**config.mk**
```make
export PLATFORM = sky130hd
export DESIGN_NAME = cav4_lb_sequencer_flat
export DESIGN_NICKNAME = d
export VERILOG_FILES = /design/src/rtl/cav4_lb_sequencer_if.sv /design/src/rtl/cav4_lb_sequencer.sv /design/src/flat_wrapper.sv
export SDC_FILE = /design/constraint.sdc
export NUM_CORES = 1
export LEC_CHECK = 0
export CORE_MARGIN = 2
export CORE_UTILIZATION = 43
export CTS_BUF_LIST = sky130_fd_sc_hd__clkbuf_4
export DETAILED_ROUTE_END_ITERATION = 8
export GPL_TIMING_DRIVEN = 0
export PLACE_DENSITY = 0.88
export SKIP_CTS_REPAIR_TIMING = 1
export SYNTH_ARGS = -nofsm -noshare
export SYNTH_HDL_FRONTEND = slang
export SYNTH_SLANG_ARGS = --single-unit
```
**constraint.sdc**
```tcl
create_clock -name clk -period 2.6 [get_ports clk]
set_input_delay 0.78 -clock clk [delete_from_list [all_inputs] [get_ports clk]]
set_output_delay 0.78 -clock clk [all_outputs]
set_load 0.005 [all_outputs]
```
**src/rtl/cav4_lb_sequencer_if.sv**
```systemverilog
// Local-bus write port of one cav4_mode instance: the host write channel in,
// the single shared lb write strobe out.
interface cav4_lb_sequencer_if #(
  parameter int AW = 15,
  parameter int DW = 32
);
  // Host channel: a write transfers on every rising clk edge where host_write
  // and host_ready are both high; while host_ready is low the master holds
  // host_write, host_addr and host_data stable until the transfer completes.
  logic [DW-1:0] host_data;
  logic [AW-1:0] host_addr;
  logic          host_write;
  logic          host_ready;
  logic [DW-1:0] lb_data;
  logic [AW-1:0] lb_addr;
  logic          lb_write;

  modport master (
    output host_data, host_addr, host_write,
    input  host_ready, lb_data, lb_addr, lb_write
  );

  modport slave (
    input  host_data, host_addr, host_write,
    output host_ready, lb_data, lb_addr, lb_write
  );
endinterface

```
**src/rtl/cav4_lb_sequencer.sv**
```systemverilog
// Shares one cav4_mode local-bus write port between the host and an init
// sequencer that replays an {addr,data} table from an external 1-cycle ROM.
module cav4_lb_sequencer #(
  parameter int AW         = 15,
  parameter int DW         = 32,
  parameter int N_ENTRIES  = 4,
  parameter int GAP_CYCLES = 1,
  parameter int AUTO_START = 1
) (
  input  logic                      clk,
  input  logic                      rst_n,
  input  logic                      start,
  cav4_lb_sequencer_if.slave        bus,
  output logic [$clog2(N_ENTRIES > 1 ? N_ENTRIES : 2)-1:0] tbl_addr,
  input  logic [AW+DW-1:0]          tbl_data,
  output logic                      busy,
  output logic                      done,
  output logic [2:0]                dbg_state
);

  localparam int TAW = $clog2(N_ENTRIES > 1 ? N_ENTRIES : 2);
  localparam int IW  = $clog2(N_ENTRIES + 1);
  localparam int GW  = (GAP_CYCLES > 1) ? $clog2(GAP_CYCLES) : 1;

  typedef enum logic [2:0] {
    S_IDLE  = 3'd0,
    S_FETCH = 3'd1,
    S_WAIT  = 3'd2,
    S_WRITE = 3'd3,
    S_GAP   = 3'd4,
    S_DONE  = 3'd5
  } state_e;

  state_e          state_q, state_d;
  logic [IW-1:0]   idx_q, idx_d;
  logic [GW-1:0]   gap_q, gap_d;
  logic            pend_q, pend_d;
  logic            live_q, live_d;
  logic [TAW-1:0]  tbl_addr_q, tbl_addr_d;
  logic [AW-1:0]   lb_addr_q, lb_addr_d;
  logic [DW-1:0]   lb_data_q, lb_data_d;
  logic            lb_write_q, lb_write_d;
  logic            busy_q, busy_d;
  logic            done_q, done_d;
  logic            host_ready;
  logic            host_acc;
  logic            tbl_term;

  // live_q keeps host_ready low while rst_n is asserted even when no auto replay is pending.
  assign host_ready = (state_q == S_IDLE) && !pend_q && live_q;
  assign host_acc   = bus.host_write && host_ready;
  assign tbl_term   = &tbl_data[AW+DW-1:DW];

  always_comb begin
    state_d    = state_q;
    idx_d      = idx_q;
    gap_d      = gap_q;
    pend_d     = pend_q;
    live_d     = 1'b1;
    tbl_addr_d = tbl_addr_q;
    lb_addr_d  = lb_addr_q;
    lb_data_d  = lb_data_q;
    lb_write_d = 1'b0;
    busy_d     = busy_q;
    done_d     = 1'b0;
    case (state_q)
      S_IDLE: begin
        if (host_acc) begin
          // Host write goes out first; a same-cycle start waits one cycle in pend.
          lb_addr_d  = bus.host_addr;
          lb_data_d  = bus.host_data;
          lb_write_d = 1'b1;
          if (start) pend_d = 1'b1;
        end else if (start || pend_q) begin
          state_d = S_FETCH;
          idx_d   = '0;
          busy_d  = 1'b1;
          pend_d  = 1'b0;
        end
      end
      S_FETCH: begin
        tbl_addr_d = idx_q[TAW-1:0];
        state_d    = S_WAIT;
      end
      S_WAIT: state_d = S_WRITE;
      S_WRITE: begin
        if (tbl_term) begin
          state_d = S_DONE;
          done_d  = 1'b1;
        end else begin
          lb_addr_d  = tbl_data[AW+DW-1:DW];
          lb_data_d  = tbl_data[DW-1:0];
          lb_write_d = 1'b1;
          idx_d      = idx_q + 1'b1;
          gap_d      = '0;
          if (GAP_CYCLES > 0) begin
            state_d = S_GAP;
          end else if (int'(idx_d) == N_ENTRIES) begin
            state_d = S_DONE;
            done_d  = 1'b1;
          end else begin
            state_d = S_FETCH;
          end
        end
      end
      S_GAP: begin
        if (int'(gap_q) + 1 >= GAP_CYCLES) begin
          if (int'(idx_q) == N_ENTRIES) begin
            state_d = S_DONE;
            done_d  = 1'b1;
          end else begin
            state_d = S_FETCH;
          end
        end else begin
          gap_d = gap_q + 1'b1;
        end
      end
      S_DONE: begin
        busy_d  = 1'b0;
        state_d = S_IDLE;
      end
      default: state_d = S_IDLE;
    endcase
  end

  always_ff @(posedge clk or negedge rst_n) begin
    if (!rst_n) begin
      state_q    <= S_IDLE;
      idx_q      <= '0;
      gap_q      <= '0;
      pend_q     <= (AUTO_START != 0);
      live_q     <= 1'b0;
      tbl_addr_q <= '0;
      lb_addr_q  <= '0;
      lb_data_q  <= '0;
      lb_write_q <= 1'b0;
      busy_q     <= 1'b0;
      done_q     <= 1'b0;
    end else begin
      state_q    <= state_d;
      idx_q      <= idx_d;
      gap_q      <= gap_d;
      pend_q     <= pend_d;
      live_q     <= live_d;
      tbl_addr_q <= tbl_addr_d;
      lb_addr_q  <= lb_addr_d;
      lb_data_q  <= lb_data_d;
      lb_write_q <= lb_write_d;
      busy_q     <= busy_d;
      done_q     <= done_d;
    end
  end

  assign bus.host_ready = host_ready;
  assign bus.lb_addr    = lb_addr_q;
  assign bus.lb_data    = lb_data_q;
  assign bus.lb_write   = lb_write_q;
  assign tbl_addr       = tbl_addr_q;
  assign busy           = busy_q;
  assign done           = done_q;
  assign dbg_state      = state_q;

endmodule

```
**src/flat_wrapper.sv**
```systemverilog
// flat-port wrapper written by rule: the top's interface ports become plain ports
module cav4_lb_sequencer_flat 
#(
  parameter int AW         = 15,
  parameter int DW         = 32,
  parameter int N_ENTRIES  = 4,
  parameter int GAP_CYCLES = 1,
  parameter int AUTO_START = 1
)
  (clk, rst_n, start, tbl_addr, tbl_data, busy, done, dbg_state, bus_host_data, bus_host_addr, bus_host_write, bus_host_ready, bus_lb_data, bus_lb_addr, bus_lb_write);
  cav4_lb_sequencer_if #(.AW(AW), .DW(DW)) bus_i ();
  input  logic clk;
  input  logic rst_n;
  input  logic start;
  output logic [$clog2(N_ENTRIES > 1 ? N_ENTRIES : 2)-1:0] tbl_addr;
  input  logic [AW+DW-1:0] tbl_data;
  output logic busy;
  output logic done;
  output logic [2:0] dbg_state;
  input wire logic [$bits(bus_i.host_data)-1:0] bus_host_data;
  input wire logic [$bits(bus_i.host_addr)-1:0] bus_host_addr;
  input wire logic [$bits(bus_i.host_write)-1:0] bus_host_write;
  output wire logic [$bits(bus_i.host_ready)-1:0] bus_host_ready;
  output wire logic [$bits(bus_i.lb_data)-1:0] bus_lb_data;
  output wire logic [$bits(bus_i.lb_addr)-1:0] bus_lb_addr;
  output wire logic [$bits(bus_i.lb_write)-1:0] bus_lb_write;
  assign bus_i.host_data = bus_host_data;
  assign bus_i.host_addr = bus_host_addr;
  assign bus_i.host_write = bus_host_write;
  assign bus_host_ready = bus_i.host_ready;
  assign bus_lb_data = bus_i.lb_data;
  assign bus_lb_addr = bus_i.lb_addr;
  assign bus_lb_write = bus_i.lb_write;
  cav4_lb_sequencer #(.AW(AW), .DW(DW), .N_ENTRIES(N_ENTRIES), .GAP_CYCLES(GAP_CYCLES), .AUTO_START(AUTO_START)) u_core (.clk(clk), .rst_n(rst_n), .start(start), .bus(bus_i), .tbl_addr(tbl_addr), .tbl_data(tbl_data), .busy(busy), .done(done), .dbg_state(dbg_state));
endmodule
```
# [After elaboration in Yosys (flattened, before gate mapping)]
# Cells that the tools add are included.
[totals] ff_bits=61
[op_classes] add_sub_neg=3 magnitude_cmp=1 eq_ne=13 muxes=32 n_reduce_logical=17
[op_table] operator="2-to-1 mux 32 bit" count=2
[op_table] operator="one-hot mux 32 bit (2 select lines)" count=1
[op_table] operator=">= comparator 32 x 2 -> 1 bit (second input constant)" count=1
[op_table] operator="2-to-1 mux 15 bit" count=2
[op_table] operator="one-hot mux 15 bit (2 select lines)" count=1
[op_table] operator="2-to-1 mux 3 bit" count=7
[op_table] operator="one-hot mux 3 bit (5 select lines)" count=1
[op_table] operator="AND reduction 15 bit" count=1
[op_table] operator="AND reduction 3 bit" count=5
[op_table] operator="2-to-1 mux 1 bit" count=13
[op_table] operator="inequality test 2 bit (second input constant)" count=5
[op_table] operator="== test 3 bit (second input constant)" count=3
[op_table] operator="one-hot mux 1 bit (2 select lines)" count=4
[op_table] operator="nonzero test 2 bit" count=4
[op_table] operator="== test 3 x 2 -> 1 bit (second input constant)" count=2
[op_table] operator="one-hot mux 3 bit (2 select lines)" count=1
[op_table] operator="inequality test 2 x 1 -> 1 bit (second input constant)" count=2
[op_table] operator="AND reduction 4 bit" count=1
[op_table] operator="adder 3 x 1 -> 3 bit (second input constant)" count=1
[op_table] operator="== test 3 x 1 -> 1 bit (second input constant)" count=1
[op_table] operator="logical AND 1 bit" count=3
[op_table] operator="zero test 3 bit" count=1
[op_table] operator="adder 1 x 1 -> 2 bit (second input constant)" count=1
[op_table] operator="adder 1 bit (second input constant)" count=1
[op_table] operator="other kinds (2)" count=2

# [Depth between registers and ports, before layout]
[depth] word_depth=6 depth_mapped=7 mapped_depth_nobuf=4

# [Worst setup path before layout]
# No wires, ideal clock.
[synth_timing] kind="input -> register" from="in tbl_data[39]" to="reg u_core.lb_data_q[10] (netlist: u_core.bus.lb_data[10])" setup_time_ns=0.126 arrival_ns=2.084 path_slack_ns=0.390 cell_stages=6 cell_sequence="nand4_1 or4_1 buf_2 buf_6 and3_1 a221o_1"
[synth_between] elab_chain_len=3
[synth_lines] item="start: declaration" line_no="flat_wrapper.sv:16" rtl="input logic [AW+DW-1:0] tbl_data;"
[synth_lines] item="AND reduction 15 bit" line_no="cav4_lb_sequencer.sv:52" rtl="assign tbl_term = &tbl_data[AW+DW-1:DW];"
[synth_lines] item="inequality test 2 bit (no line)"
[synth_lines] item="AND reduction 3 bit (no line)"
[synth_lines] item="end signal: assignment" line_no="cav4_lb_sequencer.sv:147" rtl="lb_data_q <= lb_data_d;"
[synth_lines] item="end: declaration" line_no="cav4_lb_sequencer.sv:41" rtl="logic [DW-1:0] lb_data_q, lb_data_d;"
# Every way passes these cells.
# A chain may end at the register's enable or synchronous reset.

# [Worst setup path in the final report]
[layout_timing] from="in tbl_data[39]" to="reg u_core.lb_addr_q[14] (netlist: u_core.bus.lb_addr[14])"
[layout_between] elab_chain_len=3
[layout_lines] item="AND reduction 15 bit" line_no="cav4_lb_sequencer.sv:52"
[layout_lines] item="inequality test 2 bit (no line)"
[layout_lines] item="AND reduction 3 bit (no line)"
[layout_lines] item="end signal: assignment" line_no="cav4_lb_sequencer.sv:146" rtl="lb_addr_q <= lb_addr_d;"
[layout_lines] item="end: declaration" line_no="cav4_lb_sequencer.sv:40" rtl="logic [AW-1:0] lb_addr_q, lb_addr_d;"
# Every way passes these cells.

==> flow_summary.toml <==
[status]
status = "completed"

[drt]
routed_wl_mm = 8.391
dr.pass1.iters = 4
drt_iter0_drc = 143
drcViolationCount = 0
vias = 2670
ant_nets = 0
post_drt_wl_per_cell_um = 17.59
routed_via_density = 5.597

[worst_setup_path]
endpoint_kind = "flip-flop"
cpMaxStageDelayCell = "or4_1"
path_cells = "clkdlybuf4s50_1 -> nand4_1 -> or4_1 -> buf_2 -> buf_6 -> and3_1 -> a221o_1"
critPathArrivalTime_ns = 2.77
slowest_delay_ns = 0.54
reg2regPathDepth = 7
endpoint = "u_core.bus.lb_addr[14]"
reg2reg_from = "u_core.dbg_state[0]"
cp-start-kind = "input port"
critPathLaunch = "tbl_data[39]"
crit_required_ns = 2.85
critical_path_class = "input port to flip-flop"
cp_max_fo = 10
r2r_setup_slack_ns = 0.48
worstReg2RegEnd = "u_core.bus.lb_data[2]"

[synth]
synthArstFlopShare_pct = 100.0
synth_most_common_cell = "dfrtp_1"
yosysWarnings = 0
syn_area_per_cell_um2 = 12.11
yosys-top-cells-count = "dfrtp_1 (59), and3_1 (48), a221o_1 (47), buf_2 (9), buf_6 (8)"
yosys-top-cells-area = "dfrtp_1 (53%), a221o_1 (17%), and3_1 (11%), buf_6 (3.3%), buf_2 (1.6%)"
synth-seq-cells = 60
syn_inst = 228
synth_edf_count = 0
ys.flop_type = "dfrtp_1"
yosysSeqAreaShare_pct = 54.42
synth_nets = 328
yosysTopAreaCell = "dfrtp_1"
yosysTopAreaCellShare_pct = 53.47
synthesis.area_um2 = 2761
synth_cell_types = 36

[global_route]
grt_use_met2_pct = 40.91
antenna_found_initial = 0
grt_overflow = 0
grt_use_total_pct = 24.21
grt_start_max_net_pins = 32
busiest_layer = "met2"
grt_pass1_wl_mm = 13.51
met3_usage_pct = 5.310
met1_usage_pct = 30.14
grt_pass1_vias = 2808

[hold_path]
hp-class = "input port to asynchronous set/reset pin"

[finish]
final_nets = 495
layout-drive-gt1-share_pct = 11.25
fillers = 475
area_growth_pct = 64.25
fin_area_um2 = 4536
antenna-diode-count = 0

[timing]
fmax_mhz = 398.3
fin_ws_ns = 0.08925
rsz0062_at_grt = "true"
skew_ns = 0.01520
finalHoldViolCount = 0
relSlewSlack_pct = 35.39
tightest_slew_ns = 0.9604
fin_crit_ns = 2.511
drv_slew = 0
fin_crit_sh_pct = 96.57
setup_violations = 0

[clock_tree]
clkSinkCount = 60
clkLatencyLatePin_ns = 0.39
cts_root_buf = "clkbuf_4"
clk_pin_slew_ns = 0.10
cts_buffers = 9
htree_levels = 3
cts_tree = "done"
clockBufferDepth = 2

[power_and_ir_drop]
power_frac_clock_pct = 11.8
leakagePower_nw = 2.102
fin_total_pwr_mw = 4.619
p_seq_share_pct = 35.4
switching_share_pct = 32.36
comb_power_share_pct = 52.8
power.switching_mw = 1.495
p_int_mw = 3.125
power_density_nw_per_um2 = 1018
irDropWorstVdd_mv = 0.5636

[placed_design]
io_buffers = 153
place_ws_ns = -0.3085
post-dp-hpwl_mm = 6.400
gp_congestion = 0.8058
placed_area_um2 = 4404

[floorplanning]
die_h_um = 84.14
core_area_um2 = 6277
io_pins = 154
rows = 29
die_w_um = 84.14
dieArea_um2 = 7079
initial_core_util_pct = 43.99

[run]
cap_violations = 0
[worst min-delay path by stage]
stage                              to  slack, ns
2_1_floorplan   u_core.bus.lb_addr[0]       0.48
3_3_place_gp       u_core.tbl_addr[1]       0.49
3_5_place_dp   u_core.bus.lb_addr[11]       0.49
4_1_cts         u_core.bus.lb_addr[4]       0.42
5_1_grt        u_core.bus.lb_addr[13]       0.45
6_report       u_core.bus.lb_addr[13]       0.43
[flip-flops by register name (all words and copies together), names as in the netlist]
signal	flops
u_core.bus.lb_addr	15
u_core.bus.lb_data	32
u_core.bus.lb_write	1
u_core.busy	1
u_core.dbg_state	3
u_core.done	1
u_core.idx_q	3
u_core.live_q	1
u_core.pend_q	1
u_core.tbl_addr	2
[worst max-delay path: cells and delay by family]
kind,cells,cell delay [ns]
buffers and inverters,3,0.86
and+or+nand+nor,3,0.86
AOI/OAI and AO/OA,1,0.26
[power by group through the flow]
stage	Combinational (mW)	Sequential [mW]	Clock [mW]
6_report	2.44	1.64	0.545
5_1_grt	2.64	1.69	0.609
4_1_cts	2.43	1.63	0.564
3_5_place_dp	2.44	1.63	0
3_3_place_gp	2.35	1.63	0
2_1_floorplan	1.14	1.65	0
[cells in the final DEF, fill, tap and decap left out, types with 2 or more instances in the layout]
cell	instances
clkinv_2	3
ha_1	2
clkdlybuf4s50_1	151
nand3_1	2
inv_1	5
clkbuf_1	6
mux2_2	2
a221o_1	47
o21ai_0	3
dfrtp_1	59
buf_6	8
nand4_1	4
clkbuf_4	12
buf_4	2
a31oi_1	2
a21oi_1	4
nor2_1	3
buf_2	10
nand2_1	3
and3_1	48
[routing by layer]
metal | part of all wire (%) | wire length (um)
met2 | 51 | 4244
met5 | 0 | 0
met4 | 2.1 | 175
met1 | 41 | 3407
met3 | 6.7 | 564
[area by class of cell]
| type | count | area [um^2] | area share, % |
|---|---|---|---|
| repair buffers | 156 | 1564 | 34.48 |
| flip-flops and latches | 60 | 1503 | 33.13 |
| multi-input cells | 139 | 1082 | 23.86 |
| plain buffers | 24 | 162.7 | 3.586 |
| well taps | 77 | 96.34 | 2.124 |
| clock buffers | 12 | 90.09 | 1.986 |
| clock inverters | 4 | 18.77 | 0.4138 |
| inverters | 5 | 18.77 | 0.4138 |
[cells by family after synthesis]
kind of cell / after synthesis / share of synthesized area (%)
and+or+nand+nor: 70 / 15.63
xor gates and xnor gates: 1 / 0.3172
DFF: 60 / 54.42
adders and majority gates: 2 / 0.9061
buffers and inverters: 29 / 6.570
AOI/OAI and AO/OA: 62 / 20.84
muxes: 3 / 1.178
other: 1 / 0.1358
[stage by stage]
| stage | hold WS, ns | cells | TNS, ns | utilization, % |
|---|---|---|---|---|
| global route | 0.4512 | 477 | -0.008249 | 72.25 |
| CTS | 0.4204 | 475 | -0.2758 | 71.90 |
| global placement | 0.4930 | 458 | -78.12 | 69.92 |
| finish | 0.4337 | 477 | 0 | 72.25 |
| floorplan | 0.4844 | 228 | 0 | - |
| detailed placement | 0.4942 | 459 | -14.09 | 70.16 |
Power figures use the tool's default switching activity.
==> variant, RTL diff (config.mk and constraints unchanged) <==
`N_ENTRIES` is set to 4 in 2 places; all go to 2.
--- a/src/rtl/cav4_lb_sequencer.sv
+++ b/src/rtl/cav4_lb_sequencer.sv
@@ -3,7 +3,7 @@
 module cav4_lb_sequencer #(
   parameter int AW         = 15,
   parameter int DW         = 32,
-  parameter int N_ENTRIES  = 4,
+  parameter int N_ENTRIES  = 2,
   parameter int GAP_CYCLES = 1,
   parameter int AUTO_START = 1
 ) (
--- a/src/flat_wrapper.sv
+++ b/src/flat_wrapper.sv
@@ -3,7 +3,7 @@
 #(
   parameter int AW         = 15,
   parameter int DW         = 32,
-  parameter int N_ENTRIES  = 4,
+  parameter int N_ENTRIES  = 2,
   parameter int GAP_CYCLES = 1,
   parameter int AUTO_START = 1
 )
Ports: changed (resized tbl_addr); port bits go from 154 to 153. The function was not compared with the original's and may differ.
==> variant against the original RTL <==
  * Sequential cell count fell by 2
  * Core utilization rose by 2.9 points
  * Worst setup slack improved by 39 ps
  * Final area fell by 3.1%
  * Routed wire length shrank 9.8%
  * Power is 2.3% higher
  * Clock skew is 5.6 ps lower
  * Non-clock buffer count fell by 7
  * Synthesized area fell by 7.0%
  * Critical path type unchanged
  * Largest cell class unchanged
==> variant: results (changes against the original RTL) <==
[synthesis]
synth_compound_area_frac = 0.3353  ; was 0.2084
ys_warn_count = 0  ; unchanged
synth_fa_ha_area_frac = 0.004873  ; was 0.009062
synthXorXnorAreaFrac = 0.003411  ; was 0.003172
synth_cell_types = 30  ; was 36
synth_common_cells = dfrtp_1 (57), a21o_1 (47), a22o_1 (47)  ; was dfrtp_1 (59), and3_1 (48), a221o_1 (47)
synthMuxAreaShare = 0.003899  ; was 0.01178
synth_nets = 315  ; was 328
synthCells = 216  ; was 228
netlist_top_cells_area = dfrtp_1 (56%), a22o_1 (16%), a21o_1 (14%)  ; was dfrtp_1 (53%), a221o_1 (17%), and3_1 (11%)
seq_area_frac_synth = 0.5658  ; was 0.5442

[clock_network]
numCtsBuffers = 9  ; unchanged
clk_latency_ps = 390  ; about the same

[layout]
largest_register_ffs = 32  ; unchanged
fillers = 440  ; was 475
drive_gt1_frac = 0.08549  ; was 0.1125
fin_nets = 481  ; was 495

[global_route]
grt_pass1_wl_mm = 10.96  ; was 13.51 mm
grt_use_total = 0.2250  ; was 0.2421
first_global_vias = 2313  ; was 2808
grt_max_degree = 35  ; was 32

[run_status]
status = completed  ; unchanged

[power]
vdd_drop_max_uv = 569.0  ; was 563.6 uV
cellLeakagePower_nw = 2.157  ; was 2.102 nW

[critical_path]
slowest_stage = clkdlybuf4s50_1  ; was or4_1
arrival_ps = 2750  ; was 2770 ps
path_delay_family = buffers and inverters  ; was simple AND/OR/NAND/NOR gates
slowest_delay_ps = 510  ; was 540 ps
crit_fanout = 10  ; unchanged

[placement]
dp_hpwl_mm = 5.836  ; was 6.400 mm
port-buffer-count = 152  ; was 153
routabilityCongestion = 0.7421  ; was 0.8058
dp.cells = 444  ; was 459

[drt]
wl_mm = 7.568  ; was 8.391 mm
via_per_inst = 5.284  ; was 5.597
drt-initial-drc-count = 60  ; was 143
dr.pass1.iters = 4  ; unchanged
routedWlPerCell_um = 16.42  ; was 17.59 um

[timing]
fin_worst_skew_ps = 9.566  ; was 15.20 ps
worst_pin_slew_ps = 602.1  ; was 960.4 ps

[min_path]
hold_path.class = in2async  ; unchanged

==> variant: changes by cell type after synthesis, moves of 2 or more <==
cell     delta
o21ai_0     +3
nand3_1     +2
buf_6       -8
buf_4       +2
dfrtp_1     -2
a22o_1     +47
a31oi_1     -2
and3_1     -47
a21o_1     +47
mux2_2      -2
a221o_1    -47
nor3b_1     -2
==> variant: layout make-up <==
cell class	instances	area [um2]	area share
Tap cell	75	93.84	0.02135
Multi-Input combinational cell	134	1022	0.2326
Sequential cell	58	1453	0.3305
Clock inverter	4	67.56	0.01537
Inverter	6	22.52	0.005124
Timing Repair Buffer	156	1562	0.3553
Buffer	17	92.59	0.02106
Clock buffer	11	82.58	0.01879
==> variant: final timing paths <==
check / start / to / slack, ps / depth (start not counted)
max: tbl_data[44] / u_core.bus.lb_data[8] / 130 / 7
min: rst_n / u_core.bus.lb_data[1] / 390 / 1
max reg2reg: u_core.dbg_state[2] / u_core.idx_q[0] / 690 / 6
min reg2reg: u_core.bus.lb_data[27] / u_core.bus.lb_data[27] / 480 / 1
max in group asynchronous: rst_n / u_core.pend_q / 1550 / 2
min in group clk: u_core.bus.lb_data[27] / u_core.bus.lb_data[27] / 480 / 1
==> variant: routing by layer <==
layer	part of all wire	up-vias	global-route usage
met3	0.099	14	0.08222
met1	0.39	1157	0.2565
li1	-	1149	-
met2	0.49	116	0.3730
met4	0.023	0	0.1085
met5	0	-	0
==> variant: metrics by stage <==
step           setup WS (ps)  cell area [um2]    util  hold slack [ps]  TNS [ps]
2_1_floorplan          445.1             2567       -            470.5         0
3_3_place_gp           -1042             4183  0.7149            456.5    -69050
3_5_place_dp          -293.6             4198  0.7175            464.2    -10070
4_1_cts               -263.2             4348  0.7432            376.8    -263.2
5_1_grt                25.73             4395  0.7513            404.2         0
6_report               128.4             4395  0.7513            388.4         0
==> variant: worst reg2reg max path, stage by stage (launching register included) <==
cell     delay (ps)
dfrtp_1         510
and3b_1         290
o41a_1          230
buf_2           270
buf_4           230
a21oi_1         100
o22a_1          180
==> variant: kinds of logic (layout without fill, tap and decap cells) <==
| kind of cell | after synthesis | after routing |
|---|---|---|
| AND/OR/NAND/NOR | 21 | 21 |
| multiplexers | 1 | 1 |
| flip-flops | 58 | 58 |
| AO/OA/AOI/OAI | 109 | 109 |
| other | 1 | 1 |
| adder cells (fa/ha/maj) | 1 | 1 |
| XOR/XNOR | 1 | 1 |
| buffers and inverters | 24 | 194 |
==> variant: power breakdown <==
group / total (W) / switching [W] / internal, W
logic: 0.00242 / 0.000927 / 0.00150
registers: 0.00159 / 0.000248 / 0.00134
clock network: 0.000712 / 0.000311 / 0.000401
